===== config.mk =====
export PLATFORM = sky130hd
export DESIGN_NAME = universal_reg_array
export DESIGN_NICKNAME = d
export VERILOG_FILES = /design/src/rtl/urf_pkg.sv /design/src/rtl/urf_clear_seq.sv /design/src/rtl/universal_reg_array.sv
export SDC_FILE = /design/constraint.sdc
export NUM_CORES = 1
export LEC_CHECK = 0
export CAP_MARGIN = 10
export CORE_MARGIN = 2
export CORE_UTILIZATION = 45
export DETAILED_ROUTE_END_ITERATION = 10
export PLACE_DENSITY = 0.76
export SLEW_MARGIN = 20
export SYNTH_ARGS = -nofsm -noshare
export SYNTH_HDL_FRONTEND = slang
export SYNTH_SLANG_ARGS = --single-unit

===== constraint.sdc =====
create_clock -name clk -period 2.5 [get_ports clk]
set_input_delay 0.375 -clock clk [delete_from_list [all_inputs] [get_ports clk]]
set_output_delay 0.375 -clock clk [all_outputs]
set_load 0.02 [all_outputs]

===== src/rtl/urf_pkg.sv =====
// -----------------------------------------------------------------------------
// urf_pkg
// Shared constants and types for the universal register array.
//   ADDR_WIDTH  : width of the read/write address ports (full-width compare)
//   urf_state_e : clear-sequencer state (CLEAR sweep, then IDLE)
// -----------------------------------------------------------------------------
package urf_pkg;

    localparam int ADDR_WIDTH = 32;

    typedef enum logic {
        CLEAR = 1'b0,
        IDLE  = 1'b1
    } urf_state_e;

endpackage


===== src/rtl/urf_clear_seq.sv =====
// -----------------------------------------------------------------------------
// urf_clear_seq
// Post-reset clear sequencer. Walks a pointer across every entry of the array,
// asking for a zero write at each, then parks in IDLE until the next reset.
//   clk        : clock, rising edge
//   rst_ni     : synchronous active-low reset
//   clr_we_o   : request to write zero at clr_addr_o this edge
//   clr_addr_o : entry being cleared (zero-extended pointer)
//   busy_o     : registered, high from reset until the sweep completes
//   state_o    : current sequencer state (debug / gating)
// -----------------------------------------------------------------------------
module urf_clear_seq
    import urf_pkg::*;
#(
    parameter int DEPTH = 32
) (
    input  logic                  clk,
    input  logic                  rst_ni,
    output logic                  clr_we_o,
    output logic [ADDR_WIDTH-1:0] clr_addr_o,
    output logic                  busy_o,
    output urf_state_e            state_o
);

    localparam int PTR_W = (DEPTH > 1) ? $clog2(DEPTH) : 1;

    urf_state_e       state_q, state_d;
    logic [PTR_W-1:0] ptr_q, ptr_d;
    logic             busy_q, busy_d;

    always_comb begin
        state_d  = state_q;
        ptr_d    = ptr_q;
        busy_d   = busy_q;
        clr_we_o = 1'b0;
        unique case (state_q)
            CLEAR: begin
                clr_we_o = 1'b1;
                if (ptr_q == PTR_W'(DEPTH - 1)) begin
                    // Last entry cleared on this edge: busy drops together
                    // with the move to IDLE, so it is low after DEPTH edges.
                    state_d = IDLE;
                    busy_d  = 1'b0;
                    ptr_d   = '0;
                end else begin
                    ptr_d = ptr_q + PTR_W'(1);
                end
            end
            IDLE: begin
                state_d = IDLE;
            end
            default: begin
                state_d = CLEAR;
            end
        endcase
    end

    always_ff @(posedge clk) begin
        if (!rst_ni) begin
            state_q <= CLEAR;
            ptr_q   <= '0;
            busy_q  <= 1'b1;
        end else begin
            state_q <= state_d;
            ptr_q   <= ptr_d;
            busy_q  <= busy_d;
        end
    end

    assign clr_addr_o = {{(ADDR_WIDTH - PTR_W){1'b0}}, ptr_q};
    assign busy_o     = busy_q;
    assign state_o    = state_q;

endmodule


===== src/rtl/universal_reg_array.sv =====
// -----------------------------------------------------------------------------
// universal_reg_array
// DEPTH x DATA_WIDTH register file, one synchronous write port and one
// registered read port. After reset a hardware sweep zeroes every entry; while
// it runs (busy=1) all accesses are ignored and read_data stays 0.
//   clk        : clock, rising edge
//   rst        : synchronous active-low reset
//   read_addr  : read index, full 32-bit compare (>= DEPTH reads as 0)
//   write_addr : write index, full 32-bit compare (>= DEPTH write dropped)
//   write_data : write data
//   write_en   : write strobe
//   read_en    : read strobe; read_data holds when low
//   read_data  : registered read result (read-before-write on collision)
//   busy       : registered, high during reset and the clear sweep
// -----------------------------------------------------------------------------
module universal_reg_array
    import urf_pkg::*;
#(
    parameter int DATA_WIDTH = 8,
    parameter int DEPTH      = 32
) (
    input  logic                  clk,
    input  logic                  rst,
    input  logic [ADDR_WIDTH-1:0] read_addr,
    input  logic [ADDR_WIDTH-1:0] write_addr,
    input  logic [DATA_WIDTH-1:0] write_data,
    input  logic                  write_en,
    input  logic                  read_en,
    output logic [DATA_WIDTH-1:0] read_data,
    output logic                  busy
);

    localparam int PTR_W = (DEPTH > 1) ? $clog2(DEPTH) : 1;

    logic [DATA_WIDTH-1:0] mem [DEPTH];
    logic [DATA_WIDTH-1:0] read_data_q;

    logic                  clr_we;
    logic [ADDR_WIDTH-1:0] clr_addr;
    urf_state_e            seq_state;

    logic                  idle;
    logic                  wr_hit;
    logic                  rd_hit;

    urf_clear_seq #(
        .DEPTH (DEPTH)
    ) u_clear_seq (
        .clk        (clk),
        .rst_ni     (rst),
        .clr_we_o   (clr_we),
        .clr_addr_o (clr_addr),
        .busy_o     (busy),
        .state_o    (seq_state)
    );

    assign idle   = (seq_state == IDLE);
    assign wr_hit = write_addr < ADDR_WIDTH'(DEPTH);
    assign rd_hit = read_addr  < ADDR_WIDTH'(DEPTH);

    // Storage has no reset so it can map onto RAM; the sweep provides the
    // zero initialisation instead. Nothing is written while rst is low.
    always_ff @(posedge clk) begin
        if (rst) begin
            if (clr_we) begin
                mem[clr_addr[PTR_W-1:0]] <= '0;
            end else if (idle && write_en && wr_hit) begin
                mem[write_addr[PTR_W-1:0]] <= write_data;
            end
        end
    end

    // Reads sample the array before this edge's write lands, giving
    // read-before-write on a same-address collision.
    always_ff @(posedge clk) begin
        if (!rst) begin
            read_data_q <= '0;
        end else if (idle && read_en) begin
            read_data_q <= rd_hit ? mem[read_addr[PTR_W-1:0]] : '0;
        end
    end

    assign read_data = read_data_q;

endmodule


==> impl_metrics.py, run 1 <==
metrics = {
    "synthesis": {
        "yosys-top-cells-count": "256 x edfxtp_1, 63 x mux4_2, 38 x nor2_1",
        "netlist_top_cells_area": "edfxtp_1 69%, mux4_2 13%, dfxtp_1 2.7%",
        "synth_area_sq_mm": 0.0111,
        "async_flop_share": 0,
        "ys_seq_area_frac": 0.717,
        "synth_flop_cell": "edfxtp_1",
        "syn_inst": 598,
        "yosys.area.top_type_share": 0.690,
        "synth-edff-count": 256,
        "synthDistinctLibCells": 56,
        "yosysWarningCount": 0,
        "synth_seq_cells": 271,
        "synth_top_cell_by_area": "edfxtp_1",
        "yosysMostFrequentCell": "edfxtp_1",
        "syn-num-nets": 676,
        "syn_area_per_cell_sq_um": 18.6,
    },
    "status": {
        "status": "complete, no violations",
    },
    "clock_tree": {
        "cts_buffers": 27,
        "cts_sinks": 271,
        "tritoncts": "built",
        "cts.path.max_buffers": 3,
        "htreeDepth": 1,
        "ctsRootBufferMaster": "clkbuf_16",
        "insertion_delay_ps": 530,
        "clk_pin_slew_worst_paths_ps": 60,
    },
    "global_route": {
        "antenna_found_initial": 0,
        "track_usage": 0.200,
        "gr-total-overflow": 0,
        "grt_pass1_vias": 6613,
        "grt_pass1_wl_microns": 39100,
        "grt_max_degree": 38,
    },
    "floorplan": {
        "core_area_sq_mm": 0.0243,
        "die_h_microns": 161,
        "rows": 57,
        "die_width_microns": 161,
        "io_pins": 85,
        "die_area_sq_mm": 0.0260,
        "start_util": 0.458,
    },
    "detailed_routing": {
        "detailroute.via_count": 6397,
        "firstDrtPassIters": 5,
        "totalWireLength_microns": 25900,
        "viasPerCell": 5.82,
        "wire_per_inst_microns": 23.6,
        "post-route-drc-count": 0,
        "first_iter_violations": 665,
        "ant_nets": 0,
    },
    "finish": {
        "nNetsFinal": 833,
        "drive_above_1_share": 0.268,
        "fill_cells": 1772,
        "area_growth_pct": 24.3,
        "finalNonFillerCells": 1099,
        "n_antenna_cell": 0,
    },
    "sta": {
        "final.setup.worst_slack_ps": 62.8,
        "max_freq_mhz": 410,
        "hold_viol": 0,
        "post-route-period-util": 0.975,
        "setup_violations": 0,
        "drv_slew": 0,
        "worst_clock_skew_ps": 19.1,
        "hold_ws_ps": 452,
        "slew_headroom": 0.464,
        "fin_crit_ps": 2440,
        "worst_pin_slew_ps": 804,
    },
    "critical_path": {
        "critPathRequiredTime_ps": 2770,
        "path_class": "input pin to flop",
        "arrival_ps": 2710,
        "setup.worst_path.end_class": "flop",
        "startpoint": "write_addr[17]",
        "r2r_slack_ps": 160,
        "r2r_cells": 7,
        "r2r-start": "u_clear_seq.state_o",
        "cp_max_fo": 8,
        "startpoint_type": "input pin",
        "worstReg2RegEnd": "mem[18][1]",
    },
    "min_path": {
        "hold_start": "read_data[3]",
        "hold_path.class": "flop to flop",
        "min_to": "read_data[3]",
        "whs_path_depth": 2,
    },
    "placed_design": {
        "portBuffers": 84,
        "dp.final_hpwl_microns": 17300,
        "place_inst": 1049,
        "place_congestion": 0.886,
        "dp_slack_ps": -847,
    },
    "power_and_ir_drop": {
        "finalPower_mw": 9.16,
        "vdd_ir_drop_max_mv": 0.402,
        "pwr_density_cell_mw_per_mm2": 662,
        "p_leak_nw": 5.01,
    },
    "job": {
        "maxCapViolations": 0,
    },
}
==> sequential cells by signal (all words and copies together), names as in the netlist <==
name                 flops
u_clear_seq.busy_o       1
read_data                8
u_clear_seq.state_o      1
u_clear_seq.ptr_q        5
mem                    256
==> through the flow <==
| stage | cell area (sq um) | utilization | setup TNS, ps |
|---|---|---|---|
| 2_1_floorplan | 11100 | - | -1700 |
| 3_3_place_gp | 12900 | 0.529 | -104290 |
| 3_5_place_dp | 12900 | 0.529 | -224600 |
| 4_1_cts | 13700 | 0.564 | 0 |
| 5_1_grt | 13800 | 0.569 | -272 |
| 6_report | 13800 | 0.569 | 0 |
==> worst max path at each step <==
stage,end,slack (ps),cells past startpoint
after floorplan,mem[16][0],-50,4
after global placement,mem[9][5],-530,9
after detailed placement,mem[1][5],-850,7
after CTS,mem[9][1],10,9
after global routing,mem[10][5],-20,6
final,mem[14][7],60,11
==> cells in the final DEF (no fill, tap or decap), drive strengths merged, types with 5 or more instances in the layout <==
cell,count
a21oi,6
nand3,5
nor4,12
o22ai,6
mux2i,25
o2111ai,5
nand4,12
a41oi,6
edfxtp,256
clkinv,11
dfxtp,15
and2,10
clkbuf,37
inv,7
nor2b,10
o21ai,8
clkdlybuf4s50,78
buf,79
nor2,39
mux4,63
nand2,28
==> final cells by class <==
type,instances,area (sq um),area share
clock inverters,12,76.3,0.00551
well taps,324,405,0.0293
repair buffers,160,1570,0.113
inverters,7,26.3,0.00190
multi-input cells,288,3040,0.219
flip-flops and latches,271,7990,0.577
clock buffers,37,743,0.0537
==> routing by layer <==
layer	part of all wire	global-route usage	vias to the layer above
li1	-	-	2783
met5	0	0	-
met4	0.018	0.0528	0
met3	0.097	0.0619	39
met2	0.48	0.325	347
met1	0.40	0.265	3228
==> worst max-delay path: stages <==
cell             delay, ps
clkdlybuf4s50_1        440
nor4_2                 360
nand4_1                240
nor2_4                 270
buf_6                  170
buf_4                  140
buf_4                  120
mux2i_1                190
buf_4                  160
nor2_1                  40
buf_4                  190
==> power by group <==
group / total (mW) / switching (mW) / internal [mW]
registers: 4.94 / 0.0154 / 4.92
logic: 0.487 / 0.230 / 0.257
clock network: 3.74 / 1.58 / 2.16
==> repair_timing <==
action,in CTS,in global routing
hold endpoints to repair,0,0
gates resized for setup,5,27
hold buffers,0,0
buffers inserted,0,1
setup endpoints to repair,222,184
pin swaps,0,5
==> kinds of logic after synthesis <==
family | after synthesis | synth area share
AO/OA/AOI/OAI | 54 | 0.0389
adder cells (fa/ha/maj) | 2 | 0.00225
buffers and inverters | 39 | 0.0208
flip-flops | 271 | 0.717
multiplexers | 92 | 0.154
AND/OR/NAND/NOR | 140 | 0.0673
No activity file was read; power rests on OpenSTA's default activity.
==> run 2: changes to the inputs <==
--- a/config.mk
+++ b/config.mk
@@ -7,9 +7,9 @@
 export LEC_CHECK = 0
 export CAP_MARGIN = 10
 export CORE_MARGIN = 2
-export CORE_UTILIZATION = 45
+export CORE_UTILIZATION = 30
 export DETAILED_ROUTE_END_ITERATION = 10
-export PLACE_DENSITY = 0.76
+export PLACE_DENSITY = 0.57
 export SLEW_MARGIN = 20
 export SYNTH_ARGS = -nofsm -noshare
 export SYNTH_HDL_FRONTEND = slang
==> impl_metrics.py, run 2 (synthesized netlist as in run 1, its figures left out) <==
metrics = {
    "clock_tree": {
        "htreeDepth": 1,
        "insertion_delay_ps": 550,
        "cts_buffers": 29,
        "cts_sinks": 271,
        "clk_pin_slew_worst_paths_ps": 60,
        "ctsRootBufferMaster": "clkbuf_16",
        "tritoncts": "built",
        "cts_resized": 0,
        "postCtsHoldBufs": 0,
        "cts_setup_buffers": 0,
        "cts.path.max_buffers": 3,
    },
    "finish": {
        "area_growth_pct": 26.1,
        "drive_above_1_share": 0.259,
        "utilization": 0.384,
        "n_antenna_cell": 0,
        "largest_register_ffs": 256,
        "mostFrequentLayoutCells": "256 x edfxtp_1, 81 x clkdlybuf4s50_1, 70 x buf_4, 63 x mux4_2, 38 x nor2_1",
        "layout_commonest_cell": "edfxtp_1",
        "nNetsFinal": 842,
    },
    "min_path": {
        "min_to": "read_data[6]",
        "hold_path.class": "flop to flop",
        "hold_start": "read_data[6]",
        "whs_path_depth": 2,
    },
    "status": {
        "status": "complete, no violations",
    },
    "detailed_routing": {
        "totalWireLength_microns": 26700,
        "wire_per_inst_microns": 21.2,
        "first_iter_violations": 655,
        "ant_nets": 0,
        "firstDrtPassIters": 7,
        "post-route-drc-count": 0,
        "detailroute.via_count": 6338,
        "viasPerCell": 5.05,
    },
    "critical_path": {
        "path_class": "flop to flop",
        "r2r_slack_ps": 170,
        "r2r_cells": 5,
        "critPathRequiredTime_ps": 2980,
        "r2r-start": "u_clear_seq.state_o",
        "startpoint_type": "flop",
        "worstReg2RegEnd": "read_data[1]",
        "setup.worst_path.end_class": "flop",
        "cp_max_fo": 13,
        "arrival_ps": 2810,
    },
    "sta": {
        "slew_headroom": 0.170,
        "drv_slew": 0,
        "worst_clock_skew_ps": 15.4,
        "max_freq_mhz": 429,
        "post-route-period-util": 0.933,
        "fin_crit_ps": 2330,
        "rsz0062_at_grt": "false",
        "tns_ps": 0,
        "setup_violations": 0,
        "hold_viol": 0,
        "worst_pin_slew_ps": 1210,
    },
    "floorplan": {
        "die_width_microns": 197,
        "io_pins": 85,
        "core_area_sq_mm": 0.0366,
        "start_util": 0.304,
        "rows": 70,
        "die_area_sq_mm": 0.0387,
        "die_h_microns": 197,
    },
    "global_route": {
        "grt_max_degree": 33,
        "gr-total-overflow": 0,
        "grt_pass1_vias": 6522,
        "grt_pass1_wl_microns": 39900,
        "track_usage": 0.138,
        "antenna_found_initial": 0,
    },
    "job": {
        "maxCapViolations": 0,
    },
    "power_and_ir_drop": {
        "pwr_density_cell_mw_per_mm2": 673,
        "p_leak_nw": 5.05,
        "vdd_ir_drop_max_mv": 0.482,
    },
    "placed_design": {
        "portBuffers": 84,
        "dp.final_hpwl_microns": 18100,
        "place_congestion": 0.860,
    },
}
run 2: critical path, stage by stage, from the launching register on:
cell and delay, ps:
dfxtp_1 370, buf_4 210, nand2_1 60, nand4b_1 310, a2111oi_0 1080, a22o_1 250
run 2: per-layer routing:
metal	up-vias	share of wire	track usage
li1	2798	-	-
met1	3235	0.45	0.194
met2	255	0.45	0.220
met3	50	0.069	0.0233
met4	0	0.030	0.0468
met5	-	0	0
run 2: worst max path at each step:
stage,slack (ps),from,end,cells past startpoint
after global routing,100,write_addr[8],mem[14][3],9
after CTS,190,write_addr[8],mem[14][5],9
after global placement,-300,write_addr[14],mem[14][1],10
final,170,u_clear_seq.state_o,read_data[1],5
after floorplan,-50,write_addr[26],mem[16][0],4
after detailed placement,-370,write_addr[8],mem[14][6],9
run 2: per-stage QoR:
| step | cells | area [sq um] | hold WS, ps | worst slack [ps] | power, mW |
|---|---|---|---|---|---|
| finish | 1255 | 14000 | 437 | 168 | 9.44 |
| global route | 1255 | 14000 | 465 | 99.7 | 9.74 |
| global placement | 1201 | 13100 | 431 | -303 | 5.51 |
| CTS | 1255 | 14000 | 443 | 194 | 9.53 |
| floorplan | 598 | 11100 | 516 | -53.2 | 5.27 |
| detailed placement | 1201 | 13100 | 434 | -374 | 5.52 |
run 2: cell type report:
class	count	area, sq um
Fill cell	3390	22600
Multi-Input combinational cell	288	2920
Clock buffer	40	797
Sequential cell	271	7990
Clock inverter	14	98.8
Inverter	7	26.3
Tap cell	468	586
Timing Repair Buffer	167	1630
run 2: where the power goes:
part	switching (mW)	internal [mW]	leakage, nW
logic	0.227	0.258	1.67
registers	0.0110	4.92	2.94
clock network	1.70	2.33	0.439
total	1.94	7.50	5.05
